### config.mk
export PLATFORM = sky130hd
export DESIGN_NAME = mdu
export DESIGN_NICKNAME = d
export VERILOG_FILES = /design/src/rtl/mdu_pkg.sv /design/src/rtl/mdu.sv
export SDC_FILE = /design/constraint.sdc
export NUM_CORES = 1
export LEC_CHECK = 0
export ABC_CLOCK_PERIOD_IN_PS = 3100
export CAP_MARGIN = 25
export CORE_ASPECT_RATIO = 1.5
export CORE_MARGIN = 5
export CORE_UTILIZATION = 54
export CTS_CLUSTER_DIAMETER = 80
export CTS_CLUSTER_SIZE = 14
export DETAILED_ROUTE_END_ITERATION = 10
export GPL_ROUTABILITY_DRIVEN = 0
export MAX_ROUTING_LAYER = met4
export PLACE_DENSITY = 0.81
export REMOVE_ABC_BUFFERS = 1
export SYNTH_ARGS = -nofsm -noshare
export SYNTH_HDL_FRONTEND = slang
export SYNTH_SLANG_ARGS = --single-unit
export TNS_END_PERCENT = 100
### constraint.sdc
create_clock -name clk -period 3.1 [get_ports clk]
set_input_delay 0.31 -clock clk [delete_from_list [all_inputs] [get_ports clk]]
set_output_delay 0.31 -clock clk [all_outputs]
set_load 0.03 [all_outputs]
### src/rtl/mdu_pkg.sv
// rtl/mdu_pkg.sv - shared op encodings and FSM state type for the multiply/divide unit
package mdu_pkg;

    localparam logic [2:0] OP_MULT  = 3'b000;
    localparam logic [2:0] OP_MULTU = 3'b001;
    localparam logic [2:0] OP_DIV   = 3'b010;
    localparam logic [2:0] OP_DIVU  = 3'b011;
    localparam logic [2:0] OP_MTHI  = 3'b100;
    localparam logic [2:0] OP_MTLO  = 3'b101;

    typedef enum logic [1:0] {
        ST_IDLE = 2'd0,
        ST_CALC = 2'd1,
        ST_FIX  = 2'd2
    } state_e;

endpackage

### src/rtl/mdu.sv
// rtl/mdu.sv - iterative MIPS multiply/divide unit holding HI/LO
module mdu
    import mdu_pkg::*;
#(
    parameter int WIDTH = 32
) (
    input  logic             clk,
    input  logic             rst_n,
    input  logic             start,
    input  logic [2:0]       op,
    input  logic [WIDTH-1:0] a,
    input  logic [WIDTH-1:0] b,
    output logic             busy,
    output logic             done,
    output logic [WIDTH-1:0] hi,
    output logic [WIDTH-1:0] lo
);

    localparam int CW = $clog2(WIDTH + 1);
    localparam logic [CW-1:0] LAST = CW'(WIDTH - 1);

    state_e             state_q, state_d;
    logic [CW-1:0]      cnt_q, cnt_d;
    logic [2*WIDTH-1:0] acc_q, acc_d;
    logic [WIDTH-1:0]   opb_q, opb_d;
    logic [WIDTH-1:0]   raw_a_q, raw_a_d;
    logic               is_div_q, is_div_d;
    logic               neg_res_q, neg_res_d;
    logic               neg_rem_q, neg_rem_d;
    logic               div_zero_q, div_zero_d;
    logic [WIDTH-1:0]   hi_q, hi_d;
    logic [WIDTH-1:0]   lo_q, lo_d;
    logic               done_q, done_d;

    logic               op_signed, op_is_div, neg_a, neg_b;
    logic [WIDTH-1:0]   mag_a, mag_b;
    logic [WIDTH:0]     mul_sum;
    logic [WIDTH:0]     div_part;
    logic [WIDTH:0]     div_trial;
    logic [2*WIDTH-1:0] prod_fix;
    logic [WIDTH-1:0]   quo_fix, rem_fix;

    always_comb begin
        op_signed = (op == OP_MULT) || (op == OP_DIV);
        op_is_div = (op == OP_DIV) || (op == OP_DIVU);
        neg_a     = op_signed && a[WIDTH-1];
        neg_b     = op_signed && b[WIDTH-1];
        mag_a     = neg_a ? -a : a;
        mag_b     = neg_b ? -b : b;

        // Multiply: the multiplier sits in the low half and shifts out as the
        // partial product (with its carry) shifts in from the top.
        mul_sum   = {1'b0, acc_q[2*WIDTH-1:WIDTH]} + {1'b0, opb_q};
        // Divide: remainder is the upper half; shifting left can carry one bit,
        // so the trial subtract is one bit wider than the divisor.
        div_part  = acc_q[2*WIDTH-1:WIDTH-1];
        div_trial = div_part - {1'b0, opb_q};

        prod_fix  = neg_res_q ? -acc_q : acc_q;
        quo_fix   = neg_res_q ? -acc_q[WIDTH-1:0] : acc_q[WIDTH-1:0];
        rem_fix   = neg_rem_q ? -acc_q[2*WIDTH-1:WIDTH] : acc_q[2*WIDTH-1:WIDTH];
    end

    always_comb begin
        state_d    = state_q;
        cnt_d      = cnt_q;
        acc_d      = acc_q;
        opb_d      = opb_q;
        raw_a_d    = raw_a_q;
        is_div_d   = is_div_q;
        neg_res_d  = neg_res_q;
        neg_rem_d  = neg_rem_q;
        div_zero_d = div_zero_q;
        hi_d       = hi_q;
        lo_d       = lo_q;
        done_d     = 1'b0;

        unique case (state_q)
            ST_IDLE: begin
                if (start) begin
                    if (op[2] == 1'b0) begin
                        state_d    = ST_CALC;
                        cnt_d      = '0;
                        acc_d      = {{WIDTH{1'b0}}, mag_a};
                        opb_d      = mag_b;
                        raw_a_d    = a;
                        is_div_d   = op_is_div;
                        neg_res_d  = neg_a ^ neg_b;
                        neg_rem_d  = neg_a;
                        div_zero_d = (b == '0);
                    end else if (op == OP_MTHI) begin
                        hi_d = a;
                    end else if (op == OP_MTLO) begin
                        lo_d = a;
                    end
                end
            end
            ST_CALC: begin
                cnt_d = cnt_q + 1'b1;
                if (is_div_q) begin
                    if (div_part >= {1'b0, opb_q}) begin
                        acc_d = {div_trial[WIDTH-1:0], acc_q[WIDTH-2:0], 1'b1};
                    end else begin
                        acc_d = {acc_q[2*WIDTH-2:0], 1'b0};
                    end
                end else if (acc_q[0]) begin
                    acc_d = {mul_sum, acc_q[WIDTH-1:1]};
                end else begin
                    acc_d = {1'b0, acc_q[2*WIDTH-1:1]};
                end
                if (cnt_q == LAST) begin
                    state_d = ST_FIX;
                end
            end
            ST_FIX: begin
                state_d = ST_IDLE;
                done_d  = 1'b1;
                if (!is_div_q) begin
                    hi_d = prod_fix[2*WIDTH-1:WIDTH];
                    lo_d = prod_fix[WIDTH-1:0];
                end else if (div_zero_q) begin
                    hi_d = raw_a_q;
                    lo_d = '1;
                end else begin
                    hi_d = rem_fix;
                    lo_d = quo_fix;
                end
            end
            default: state_d = ST_IDLE;
        endcase
    end

    always_ff @(posedge clk or negedge rst_n) begin
        if (!rst_n) begin
            state_q    <= ST_IDLE;
            cnt_q      <= '0;
            acc_q      <= '0;
            opb_q      <= '0;
            raw_a_q    <= '0;
            is_div_q   <= 1'b0;
            neg_res_q  <= 1'b0;
            neg_rem_q  <= 1'b0;
            div_zero_q <= 1'b0;
            hi_q       <= '0;
            lo_q       <= '0;
            done_q     <= 1'b0;
        end else begin
            state_q    <= state_d;
            cnt_q      <= cnt_d;
            acc_q      <= acc_d;
            opb_q      <= opb_d;
            raw_a_q    <= raw_a_d;
            is_div_q   <= is_div_d;
            neg_res_q  <= neg_res_d;
            neg_rem_q  <= neg_rem_d;
            div_zero_q <= div_zero_d;
            hi_q       <= hi_d;
            lo_q       <= lo_d;
            done_q     <= done_d;
        end
    end

    assign busy = (state_q != ST_IDLE);
    assign done = done_q;
    assign hi   = hi_q;
    assign lo   = lo_q;

endmodule

==> results of run 1 <==
[layout make-up]
cell class / instances / area [µm²]
multi-input combinational: 1724 / 11100
fill: 2556 / 10500
sequential: 205 / 5140
timing repair buffer: 333 / 2920
tap: 405 / 507
clock buffer: 20 / 479
inverter: 74 / 278
clock inverter: 1 / 7.51
[repair_timing]
item / in CTS / in global routing
gates resized for setup: 6 / 42
pin swaps: 1 / 10
buffers inserted: 1 / 3
endpoints found under the setup margin: 9 / 42
endpoints found under the hold margin: 71 / 0
hold buffers: 1 / 0
[Yosys cell counts (33+ instances only)]
cell type	instances	area, µm²
o22ai_1	40	250
clkbuf_1	138	518
a21oi_1	142	711
o211ai_1	49	368
xnor2_1	120	1050
inv_1	73	274
dfrtp_1	205	5130
nand3_1	46	230
xor2_1	73	639
ha_1	69	863
nor3_1	33	165
or3_1	38	238
nor2_1	117	439
o21ai_0	239	1200
mux2i_1	55	551
nand2_1	348	1310
[stage by stage]
| stage | cells | hold WS [ns] |
|---|---|---|
| 6_report | 2762 | 0.352 |
| 5_1_grt | 2762 | 0.416 |
| 4_1_cts | 2758 | 0.381 |
| 3_5_place_dp | 2735 | 0.367 |
| 3_3_place_gp | 2735 | 0.364 |
| 2_1_floorplan | 2003 | 0.0144 |
[kinds of logic (layout without fill, tap and decap cells)]
logic type / count (synthesis) / in the layout
mux: 61 / 61
flops: 205 / 205
xor+xnor: 193 / 193
buf+inv: 239 / 428
fa+ha+maj: 71 / 71
simple gates: 711 / 711
compound gates: 688 / 688
[where the power goes]
part	switching [µW]	internal (µW)
clock	1070	1090
combinational	11300	8670
sequential	1260	3960
[flip-flops by register name (all words and copies together) (netlist names)]
name,flops
lo,32
div_zero_q,1
neg_rem_q,1
opb_q,32
raw_a_q,32
acc_q,64
done,1
is_div_q,1
neg_res_q,1
cnt_q,6
state_q,2
hi,32
[path summary, 6_finish.rpt]
path / startpoint / endpoint
min in group clk: op[1] / is_div_q
worst min-delay path: rst_n / opb_q[4]
max in group asynchronous: rst_n / lo[23]
worst min register to register: lo[6] / lo[6]
worst max register to register: opb_q[30] / acc_q[33]
worst max-delay path: a[0] / acc_q[31]
[layer usage]
layer | track usage (%) | part of all wire [%]
met1 | 34.8 | 35
met2 | 53.8 | 49
met3 | 4.87 | 7.7
met4 | 22.0 | 7.9
met5 | - | 0
==> run_results.csv, run 1 <==
group,metric,value,unit
clock_tree,cts_max_level,1,
synth,synth_mux_area_share,3.66,%
floorplan,io_pins,136,
clock_tree,numCtsBuffers,18,
timing,drv_slew,0,
critical_path,critPathMaxFanout,6,
synth,ys_types,83,
layout,final_common_cell,"nand2_1",
worst_hold_path,hold_class,"primary input to async pin",
critical_path,worst-setup-path-type,"primary input to flop",
floorplan,dieArea,34900,µm²
timing,maxSlewHeadroom,45.9,%
pwr,power.total,27300,µW
critical_path,cp_data_arrival_time,3.45,ns
place,port_buffers,135,
layout,final_util,66.0,%
pwr,power.density,1340,nW/µm²
synth,yosys.area_share.simple,19.6,%
clock_tree,cts_root_buf,"clkbuf_16",
critical_path,crit_family,"simple AND/OR/NAND/NOR gates",
detailed_routing,viasPerCell,6.42,
global_routing,grt_overflow_total,0,
critical_path,worst-endpoint-required,3.45,ns
critical_path,reg2regPathDepth,13,
floorplan,initial_core_util,54.5,%
timing,fin_skew,0.0272,ns
timing,hold_viol,0,
detailed_routing,wirelength,55.3,mm
critical_path,reg2reg_slack,0.02,ns
layout,n_antenna_cell,0,
global_routing,grt_pass1_vias,17600,
timing,fmax,323,MHz
detailed_routing,drcViolationCount,0,
critical_path,cp-end-kind,"flop",
global_routing,grt_pass1_wl,88.8,mm
floorplan,die_h,226,µm
floorplan,fp.dieW,154,µm
critical_path,start_kind,"primary input",
synth,synth_xor_xnor_area_share,10.0,%
timing,setup_tns,0,ns
layout,stdcell_area,20400,µm²
synth,ys.warnings.count,0,
timing,worst_pin_slew,0.812,ns
global_routing,track_usage,32.0,%
synth,synth_top_family_by_area,"compound AO/OA/AOI/OAI gates",
synth,async_reset_ff_share,100,%
clock_tree,cts_sinks,205,
clock_tree,cts_tree,"done",
synth,synth_compound_area_share,25.5,%
synth,ys.flop_type,"dfrtp_1",
synth,synth_enable_flop_cells,0,
detailed_routing,drtAntennaViolNets,0,
detailed_routing,initialDrtViolationCount,1543,
critical_path,crit_chain,"clkdlybuf4s50_1 -> or4_1 -> nor4b_2 -> buf_4 -> nand3_1 -> nand3b_1 -> o41ai_1 -> nand3_1 -> a31oi_1",
detailed_routing,vias,17700,
outcome,outcome,"finished clean",
job,max-cap-violations,0,
timing,setup-violations-final,0,
global_routing,grt_antenna_before_repair,0,
place,placed_area,19600,µm²
critical_path,crit_path_frequent_cell,"nand3_1",
global_routing,grt_max_degree,90,
synth,synthAdderAreaFrac,5.36,%
synth,synth_cells,2168,
synth,syn-mean-instance-area,7.78,µm²
timing,fin_crit_sh,99.8,%
critical_path,crit_buf_inv,2,
layout,drive_gt1_share,12.7,%
critical_path,cp_num_cells,9,
layout,final_nets,2497,
pwr,p_leak,0.00864,µW
floorplan,rows,79,
floorplan,coreArea,30900,µm²
clock_tree,clkTransAtPathRegs,0.07,ns
timing,rsz0062_at_grt,"true",
synth,syn-cell-area,16900,µm²
detailed_routing,detail_route.first_pass.iterations,6,
timing,worst_slack,0.00582,ns
synth,synth.ff_latch_count,205,
clock_tree,clk_latency,0.54,ns
clock_tree,clockBufferDepth,3,
synth,yosysSeqAreaShare,30.4,%
detailed_routing,wl_per_cell,20.0,µm
pwr,peakVddDrop,0.733,mV
place,dpl.hpwl,40.9,mm
critical_path,slowest_delay,0.64,ns
critical_path,crit_slowest_cell,"or4_1",
timing,period_needed,3.09,ns
layout,mostFrequentLayoutCells,"nand2_1 (348), o21ai_0 (235), dfrtp_1 (202), buf_4 (191), a21oi_1 (138)",
layout,syn_to_final_growth,21.1,%
place,pre_cts_slack,-0.358,ns
No activity file was read; power rests on OpenSTA's default activity.
==> inputs of run 2 (changes only) <==
Settings changed: ABC_CLOCK_PERIOD_IN_PS 3100 to 3710, CORE_UTILIZATION 54 to 65, PLACE_DENSITY 0.81 to 0.91.
Clock period 3.1 ns to 3.71 ns, I/O delays scaled along.
==> run 2 against run 1 <==
  * Clock skew down 0.0032 ns
  * Critical path depth up 3
  * Core utilization up 8.5 points
  * Count of clock-buffer cells in the layout unchanged
  * Global-route usage up 4.7 points
  * Die area down 16%
  * Total power down 22%
  * Design area down 6.3%
  * Largest power group unchanged
==> run_results.csv, run 2 (synthesis results as in run 1) <==
group,metric,value,unit
clock_tree,cts_root_buf,"clkbuf_16",
pwr,netSwitchingPower,11000,µW
timing,period_needed,3.67,ns
place,dpl.hpwl,38.7,mm
floorplan,dieArea,29300,µm²
clock_tree,clk_latency,0.53,ns
pwr,pwr-share-comb,69.8,%
timing,setup_tns,0,ns
clock_tree,numCtsBuffers,18,
detailed_routing,initialDrtViolationCount,2492,
pwr,swShare,51.4,%
layout,drive_gt1_share,5.92,%
detailed_routing,wirelength,53.8,mm
global_routing,track_usage,36.7,%
floorplan,rows,72,
timing,fmax,272,MHz
outcome,outcome,"finished clean",
floorplan,die_h,207,µm
floorplan,initial_core_util,65.7,%
clock_tree,cts_sinks,205,
critical_path,critPathMaxFanout,55,
timing,drv_slew,0,
floorplan,coreArea,25700,µm²
critical_path,cp-end-kind,"flop",
detailed_routing,detail_route.first_pass.iterations,7,
global_routing,grt_antenna_before_repair,0,
critical_path,timing.rr.start,"acc_q[34]",
floorplan,io_pins,136,
detailed_routing,viasPerCell,6.89,
floorplan,fp.dieW,142,µm
timing,setup-violations-final,0,
layout,n_fill_cell,1881,
pwr,peakVddDrop,0.751,mV
layout,seq_area,5130,µm²
clock_tree,clockBufferDepth,3,
critical_path,worst-endpoint-required,4.10,ns
timing,hold_viol,0,
pwr,seq_power_share,21.9,%
clock_tree,clkTransAtPathRegs,0.07,ns
place,place_inst,2538,
detailed_routing,drtAntennaViolNets,0,
timing,worst_pin_slew,1.00,ns
critical_path,startpoint,"acc_q[34]",
layout,syn_to_final_growth,13.4,%
global_routing,grt_overflow_total,0,
timing,maxSlewHeadroom,33.3,%
layout,fin_cells,2561,
clock_tree,cts_max_level,1,
global_routing,grt_pass1_wl,86.7,mm
critical_path,worst-setup-path-type,"flop to flop",
job,max-cap-violations,0,
pwr,power.density,1120,nW/µm²
layout,final_common_cell,"nand2_1",
critical_path,cp_data_arrival_time,4.07,ns
pwr,p_leak,0.00798,µW
pwr,internal_power,10400,µW
timing,fin_crit_sh,99.0,%
detailed_routing,drcViolationCount,0,
place,pre_cts_slack,-0.0308,ns
layout,top_register,"acc_q",
global_routing,grt_pass1_vias,17300,
place,port_buffers,135,
layout,final_nets,2368,
clock_tree,cts_tree,"done",
layout,n_antenna_cell,0,
layout,multi_input_area,10900,µm²
worst_hold_path,hold_class,"primary input to async pin",
detailed_routing,vias,17700,
layout,largest_reg_flops,64,
pwr,power.total,21400,µW
timing,worst_slack,0.0380,ns
timing,rsz0062_at_grt,"false",
pwr,power_frac_clock,8.3,%
global_routing,grt_max_degree,117,
timing,fin_skew,0.0240,ns
critical_path,start_kind,"flop",
layout,mostFrequentLayoutCells,"nand2_1 (348), o21ai_0 (239), dfrtp_1 (204), a21oi_1 (142), clkdlybuf4s50_1 (134)",
detailed_routing,wl_per_cell,21.0,µm
==> run 2: area by class of cell <==
cell class	instances	share of cell area [%]
clock buffer	20	2.50
clock inverter	1	0.0392
inverter	74	1.45
multi-input combinational	1724	56.8
sequential	205	26.8
tap	333	2.18
timing repair buffer	204	10.2
==> run 2: power groups by stage <==
stage / logic (µW) / registers [µW] / clock network (µW)
floorplan: 9520 / 5080 / 0
global placement: 13800 / 4570 / 0
detailed placement: 14300 / 4630 / 0
CTS: 14500 / 4600 / 1770
global route: 16200 / 4800 / 1850
finish: 14900 / 4680 / 1780
==> run 2: per-stage QoR <==
step	cell area (µm²)	hold slack (ns)	utilization, %
after floorplan	16200	0.0754	-
after global placement	18600	0.457	72.4
after detailed placement	18600	0.462	72.4
after CTS	19100	0.0347	74.3
after global routing	19100	0.256	74.5
final	19100	0.256	74.5
==> run 2: path summary, 6_finish.rpt <==
kind	slack, ns	cells after the start	to
setup / recovery	0.04	12	acc_q[39]
hold / removal	0.26	2	opb_q[1]
setup reg to reg	0.04	12	acc_q[39]
hold reg to reg	0.48	2	lo[6]
max in group asynchronous	2.41	4	is_div_q
min in group clk	0.45	3	is_div_q
==> run 2: what timing repair did <==
item / in CTS / in global routing
gates resized for setup: 0 / 3
hold buffers: 0 / 1
hold endpoints to repair: 0 / 47
setup endpoints to repair: 0 / 6
setup buffers: 0 / 0
==> run 2: critical path, stage by stage, from the launching register on <==
cell	delay (ns)
dfrtp_1	0.52
ha_2	0.44
nand3_1	0.26
o21bai_1	0.29
a31oi_1	0.34
o21ai_1	0.22
o31ai_2	0.33
buf_4	0.21
a31oi_4	0.08
buf_12	0.20
a21boi_0	0.25
o41ai_1	0.11
a32o_1	0.26
==> run 2: routing by layer <==
layer  vias up  share of wire (%)  track usage [%]
li1       7881                  -                -
met1      8163                 33             41.0
met2      1257                 48             59.3
met3       357                 10             5.99
met4         0                8.1             25.7
met5         -                  0                -
==> inputs of run 3 (changes only) <==
Settings changed: ABC_CLOCK_PERIOD_IN_PS 3710 to 3000, CORE_UTILIZATION 65 to 54, PLACE_DENSITY 0.91 to 0.81, RECOVER_POWER from default to 50.
Clock period 3.71 ns to 3 ns, I/O delays scaled along.
==> run 3 against run 2 <==
  * The flow now finishes with violations (max-capacitance violations, max-slew violations, negative setup slack)
  * Via count increased by 8.6%
  * Sequential power increased by 10%
  * Non-clock buffer count increased by 286
  * Clock skew decreased by 0.0079 ns
  * Sequential share of layout area decreased by 3.7 points
  * Combinational power increased by 71%
  * Design area increased by 16%
  * Total power increased by 54%
  * Die area increased by 19%
  * Global-route usage decreased by 1.5 points
  * Wire length increased by 18%
  * Critical path type unchanged
  * Critical endpoint is now acc_q[60]
==> run_results.csv, run 3 (synthesis results as in run 1) <==
group,metric,value,unit
clock_tree,clockBufferDepth,3,
timing,fin_skew,0.0161,ns
clock_tree,cts_tree,"done",
global_routing,grt_pass1_vias,19000,
floorplan,fp.dieW,154,µm
worst_hold_path,hold_class,"primary input to flop",
layout,drive_gt1_share,21.2,%
critical_path,cp_num_cells,13,
timing,maxSlewHeadroom,-53.9,%
global_routing,grt_max_degree,90,
critical_path,slowest_delay,0.41,ns
global_routing,track_usage,35.3,%
critical_path,timing.rr.start,"acc_q[31]",
job,max-cap-violations,1,
pwr,p_leak,0.00955,µW
detailed_routing,vias,19200,
critical_path,reg2reg_slack,-0.28,ns
clock_tree,cts_root_buf,"clkbuf_16",
place,port_buffers,135,
timing,fin_crit_sh,109,%
critical_path,rr_endpoint,"acc_q[60]",
outcome,violations,"max-capacitance violations, max-slew violations, negative setup slack",
detailed_routing,wirelength,63.7,mm
critical_path,crit_slowest_cell,"a21oi_2",
worst_hold_path,min_path_cells,3,
place,dpl.hpwl,43.6,mm
clock_tree,cts_max_level,1,
worst_hold_path,hold_path.startpoint,"op[1]",
clock_tree,clk_latency,0.53,ns
critical_path,start_kind,"flop",
floorplan,rows,79,
global_routing,grt_overflow_total,0,
detailed_routing,drcViolationCount,0,
clock_tree,numCtsBuffers,18,
global_routing,grt_antenna_before_repair,1,
timing,drv_slew,85,
timing,worst_pin_slew,2.31,ns
timing,worst_slack,-0.284,ns
floorplan,io_pins,136,
pwr,power.density,1480,nW/µm²
global_routing,grt_pass1_wl,97.6,mm
critical_path,critPathMaxFanout,2,
clock_tree,clkTransAtPathRegs,0.08,ns
detailed_routing,viasPerCell,6.56,
layout,final_nets,2655,
clock_tree,cts_sinks,205,
detailed_routing,drtAntennaViolNets,0,
detailed_routing,initialDrtViolationCount,1933,
pwr,peakVddDrop,0.717,mV
layout,final_common_cell,"nand2_1",
critical_path,crit_family,"compound AO/OA/AOI/OAI gates",
timing,fmax,304,MHz
layout,largest_reg_flops,64,
critical_path,crit_path_frequent_cell,"inv_2",
critical_path,worst-setup-path-type,"flop to flop",
floorplan,initial_core_util,54.5,%
place,placed_area,20600,µm²
layout,stdcell_area,22200,µm²
pwr,power.total,32900,µW
timing,rsz0062_at_grt,"true",
critical_path,worst-endpoint-required,3.40,ns
detailed_routing,wl_per_cell,21.8,µm
detailed_routing,detail_route.first_pass.iterations,7,
layout,top_register,"acc_q",
floorplan,dieArea,34900,µm²
critical_path,cp_data_arrival_time,3.69,ns
timing,setup-violations-final,15,
layout,mostFrequentLayoutCells,"nand2_1 (344), buf_4 (325), o21ai_0 (214), dfrtp_1 (203), a21oi_1 (128)",
critical_path,crit_chain,"inv_2 -> ha_4 -> inv_2 -> fa_2 -> a21o_1 -> a221oi_2 -> o2111ai_2 -> a21oi_2 -> o31a_1 -> o21ai_2 -> xnor2_1 -> o211ai_1 -> a32o_1",
worst_hold_path,hold_end,"is_div_q",
critical_path,cp-end-kind,"flop",
critical_path,crit_buf_inv,2,
critical_path,reg2regPathDepth,13,
floorplan,die_h,226,µm
timing,hold_viol,0,
outcome,outcome,"finished, violations left",
floorplan,coreArea,30900,µm²
timing,period_needed,3.28,ns
layout,syn_to_final_growth,31.4,%
## run 3: layout make-up
class | instances | area [µm²]
well taps | 405 | 507
inverters | 74 | 278
repair buffers | 490 | 4120
fillers | 2230 | 8770
multi-input cells | 1725 | 11600
flip-flops and latches | 205 | 5130
clock inverters | 1 | 7.51
clock buffers | 20 | 479
diodes | 1 | 2.50
## run 3: power by group
group / switching [µW] / leakage (µW) / internal [µW]
Combinational: 14100 / 0.00678 / 11400
Sequential: 1050 / 0.00254 / 4100
Clock: 1120 / 0.000235 / 1130
Total: 16300 / 0.00955 / 16600
## run 3: timing repair
action                     in CTS  in global routing
buffers inserted               10                 22
gates cloned                    1                  0
pin swaps                      24                 67
hold endpoints to repair       80                  0
hold buffers                    1                  0
setup endpoints to repair      40                 53
resized for setup              65                114
## run 3: metal layers
layer	track usage, %	vias up	part of all wire [%]
li1	-	8451	-
met2	58.7	1341	48
met4	25.9	0	9.4
met5	-	-	0
met1	38.3	8904	33
met3	5.14	479	9.5
## run 3: stage by stage
step | hold slack (ns) | std cells | utilization, % | worst slack [ns] | setup TNS, ns
floorplan | 0.00441 | 2003 | - | -5.21 | -355.97
CTS | 0.381 | 2900 | 69.7 | -0.00975 | -0.0103
finish | 0.374 | 2921 | 71.7 | -0.284 | -1.37
detailed placement | 0.399 | 2867 | 66.6 | -0.596 | -15.19
global placement | 0.400 | 2867 | 66.6 | -0.465 | -10.59
global route | 0.393 | 2921 | 71.7 | -0.378 | -4.07
## run 3: how the worst max path moves through the flow
stage / from / to / slack (ns)
after global routing: opb_q[8] / acc_q[60] / -0.38
after detailed placement: acc_q[41] / acc_q[46] / -0.60
final: acc_q[31] / acc_q[60] / -0.28
after global placement: acc_q[41] / acc_q[46] / -0.47
after floorplan: state_q[0] / acc_q[62] / -5.21
after CTS: acc_q[41] / acc_q[53] / -0.01
## run 3: worst min-delay path, delay by kind of cell
family	cells	cell delay (ns)
buffers and inverters	1	0.45
and+or+nand+nor	2	0.12
==> RTL change (flow settings as in run 2) <==
Register the inputs `start`, `op`, `a` and `b` before use. The logic sees them one clock later.
--- a/src/rtl/mdu.sv
+++ b/src/rtl/mdu.sv
@@ -20,2 +20,14 @@
     localparam logic [CW-1:0] LAST = CW'(WIDTH - 1);
+
+    logic start_q;
+    logic [2:0] op_q;
+    logic [WIDTH-1:0] a_q;
+    logic [WIDTH-1:0] b_q;
+
+    always_ff @(posedge clk) begin
+        start_q <= start;
+        op_q    <= op;
+        a_q     <= a;
+        b_q     <= b;
+    end
 
@@ -43,8 +55,8 @@
     always_comb begin
-        op_signed = (op == OP_MULT) || (op == OP_DIV);
-        op_is_div = (op == OP_DIV) || (op == OP_DIVU);
-        neg_a     = op_signed && a[WIDTH-1];
-        neg_b     = op_signed && b[WIDTH-1];
-        mag_a     = neg_a ? -a : a;
-        mag_b     = neg_b ? -b : b;
+        op_signed = (op_q == OP_MULT) || (op_q == OP_DIV);
+        op_is_div = (op_q == OP_DIV) || (op_q == OP_DIVU);
+        neg_a     = op_signed && a_q[WIDTH-1];
+        neg_b     = op_signed && b_q[WIDTH-1];
+        mag_a     = neg_a ? -a_q : a_q;
+        mag_b     = neg_b ? -b_q : b_q;
 
@@ -79,4 +91,4 @@
             ST_IDLE: begin
-                if (start) begin
-                    if (op[2] == 1'b0) begin
+                if (start_q) begin
+                    if (op_q[2] == 1'b0) begin
                         state_d    = ST_CALC;
@@ -85,3 +97,3 @@
                         opb_d      = mag_b;
-                        raw_a_d    = a;
+                        raw_a_d    = a_q;
                         is_div_d   = op_is_div;
@@ -89,7 +101,7 @@
                         neg_rem_d  = neg_a;
-                        div_zero_d = (b == '0);
-                    end else if (op == OP_MTHI) begin
-                        hi_d = a;
-                    end else if (op == OP_MTLO) begin
-                        lo_d = a;
+                        div_zero_d = (b_q == '0);
+                    end else if (op_q == OP_MTHI) begin
+                        hi_d = a_q;
+                    end else if (op_q == OP_MTLO) begin
+                        lo_d = a_q;
                     end
Behaviour: not the same (Yosys sat finds a counterexample within 4 cycles, from zero or initial values and one cycle with rst_n low).
==> RTL change against run 2 <==
  * First-iteration DRC count fell by 24%
  * Routed wire length is 3.3% higher
  * Sequential cell count increased by 68
  * Area after synthesis grew 7.1%
  * Power rose by 3.4%
  * Utilization up 1.0 points
  * Highest routed layer unchanged
  * Die area grew 6.6%
  * Final area up 7.9%
  * Setup slack better by 0.083 ns
  * Count of clock-buffer cells in the layout up 20
  * Synthesized cell count increased by 1.0%
  * Sequential power rose by 13%
==> RTL change: results (changes against run 2) <==
Cell variety after synth -> 78 (was 83)
Pleak -> 8.49 nW (was 7.98 nW)
Layout cells sized above 1 -> 0.0659 (was 0.0592)
Top cells by area, synth -> dfrtp_1, dfxtp_1, o21ai_0 (was dfrtp_1, nand2_1, o21ai_0)
Multiplexer share of the synthesized area -> 0.0375 (was 0.0366)
HP Class -> input port to register (was input port to async pin)
Pin count of the biggest net entering global routing -> 81 (was 117)
Vias per cell -> 6.82 (was 6.89)
Cts bufs inserted -> 23 (was 18)
Drt first-iter violations -> 1,893 (was 2,492)
Maximum VDD drop -> 753 µV (was 751 µV)
First-pass GRT wire length -> 88,500 µm (was 86,700 µm)
Number of iterations in the first detailed-routing pass -> 8 (was 7)
Post-DP Area -> 19,900 µm² (was 18,600 µm²)
Status -> completed (unchanged)
Max Clock Skew -> 0.0297 ns (was 0.0240 ns)
Max Root-Sink Buffers -> 3 (unchanged)
Worst stage delay on the critical path -> 0.40 ns (was 0.52 ns)
Initial antenna violation count -> 2 (was 0)
Sequential area share after synthesis -> 0.359 (was 0.304)
Worst path arrival time -> 4.03 ns (was 4.07 ns)
Synth Area in Adders -> 0.0500 (was 0.0536)
# fillers -> 1,864 (was 1,881)
Synth top cells by count -> nand2_1, o21ai_0, dfrtp_1, clkbuf_1, a21oi_1 (was nand2_1, o21ai_0, dfrtp_1, a21oi_1, clkbuf_1)
Synth async-reset ratio -> 0.751 (was 1.00)
Worst path slowest cell -> fa_1 (was dfrtp_1)
Worst rel slew slack -> 0.294 (was 0.333)
Worst path required time -> 4.15 ns (was 4.10 ns)
Xor-xnor portion of the synthesized cell area -> 0.0907 (was 0.100)
Vias in the first global route -> 17,700 (was 17,300)
# port buffers -> 135 (unchanged)
Final #Nets -> 2,416 (was 2,368)
Post-DP HPWL -> 39,400 µm (was 38,700 µm)
Routed WL -> 55,500 µm (was 53,800 µm)
-- RTL change: changes by cell type in the layout (fill, tap and decap cells not counted), moves of 11 or more --
| cell | delta |
|---|---|
| xnor2_1 | -20 |
| dfxtp_1 | +68 |
| o211ai_1 | -14 |
| buf_4 | +14 |
| nand2_1 | -23 |
| o21ai_0 | +12 |
| nor2_1 | -19 |
| o31ai_1 | +11 |
| a21oi_1 | -14 |
| xor2_1 | +14 |
| clkbuf_1 | +16 |
-- RTL change: worst paths after layout --
kind	startpoint	cells after the start	end	slack [ns]
worst max-delay path	acc_q[31]	13	acc_q[58]	0.12
worst min-delay path	op[0]	1	op_q[0]	0.26
worst max register to register	acc_q[31]	13	acc_q[58]	0.12
worst min register to register	lo[6]	2	lo[6]	0.48
max in group asynchronous	rst_n	3	opb_q[14]	2.29
min in group asynchronous	rst_n	2	opb_q[0]	0.44
-- RTL change: layout make-up --
class,count,area [µm²],area share
Timing Repair Buffer,218,2040,0.0990
Clock inverter,1,8.76,0.000424
Sequential cell,273,6500,0.315
Inverter,76,285,0.0138
Tap cell,342,428,0.0207
Multi-Input combinational cell,1683,10700,0.520
Clock buffer,40,639,0.0310
Antenna cell,2,5.00,0.000242
-- RTL change: timing repair --
item | CTS | global route
hold buffers | 1 | 0
hold endpoints to repair | 77 | 0
resized for setup | 0 | 16
setup endpoints to repair | 0 | 31
-- RTL change: worst register-to-register path, cell delays in order, from the launching register on --
cell and delay [ns]:
dfrtp_1 0.38, inv_1 0.08, ha_1 0.18, inv_1 0.07, fa_1 0.40, a21oi_1 0.21, o22ai_1 0.16, o31ai_1 0.35
o21ai_0 0.31, a21oi_1 0.33, a21boi_0 0.18, or3_1 0.33, a211o_1 0.29, a32o_1 0.21
-- RTL change: cells by family (layout without fill, tap and decap cells) --
group                      Yosys count  in the layout
buffers and inverters              234            335
AOI/OAI and AO/OA                  701            701
xor gates and xnor gates           187            187
other                                0              2
and+or+nand+nor                    657            657
DFF                                273            273
adders and majority gates           71             71
muxes                               67             67
-- RTL change: metal layers --
layer  GRT usage  wire [µm]  up-vias
met5           -          0        -
met4       0.265       4850        0
met3      0.0622       5460      374
met2       0.570      26500     1240
met1       0.380      18800     8298
li1            -          -     8071
-- RTL change: report_power, final --
part / internal [mW] / switching, mW
logic: 6.04 / 8.49
registers: 4.08 / 1.23
clock network: 1.17 / 1.12
total: 11.3 / 10.8
-- RTL change: metrics by stage --
stage	cells	total power [mW]	setup TNS [ns]	hold WS (ns)
3_5_place_dp	2590	19.2	0	0.466
4_1_cts	2632	21.5	0	0.264
5_1_grt	2635	23.5	0	0.260
3_3_place_gp	2590	18.5	0	0.458
6_report	2635	22.1	0	0.263
2_1_floorplan	2032	14.6	-257.64	0.0754
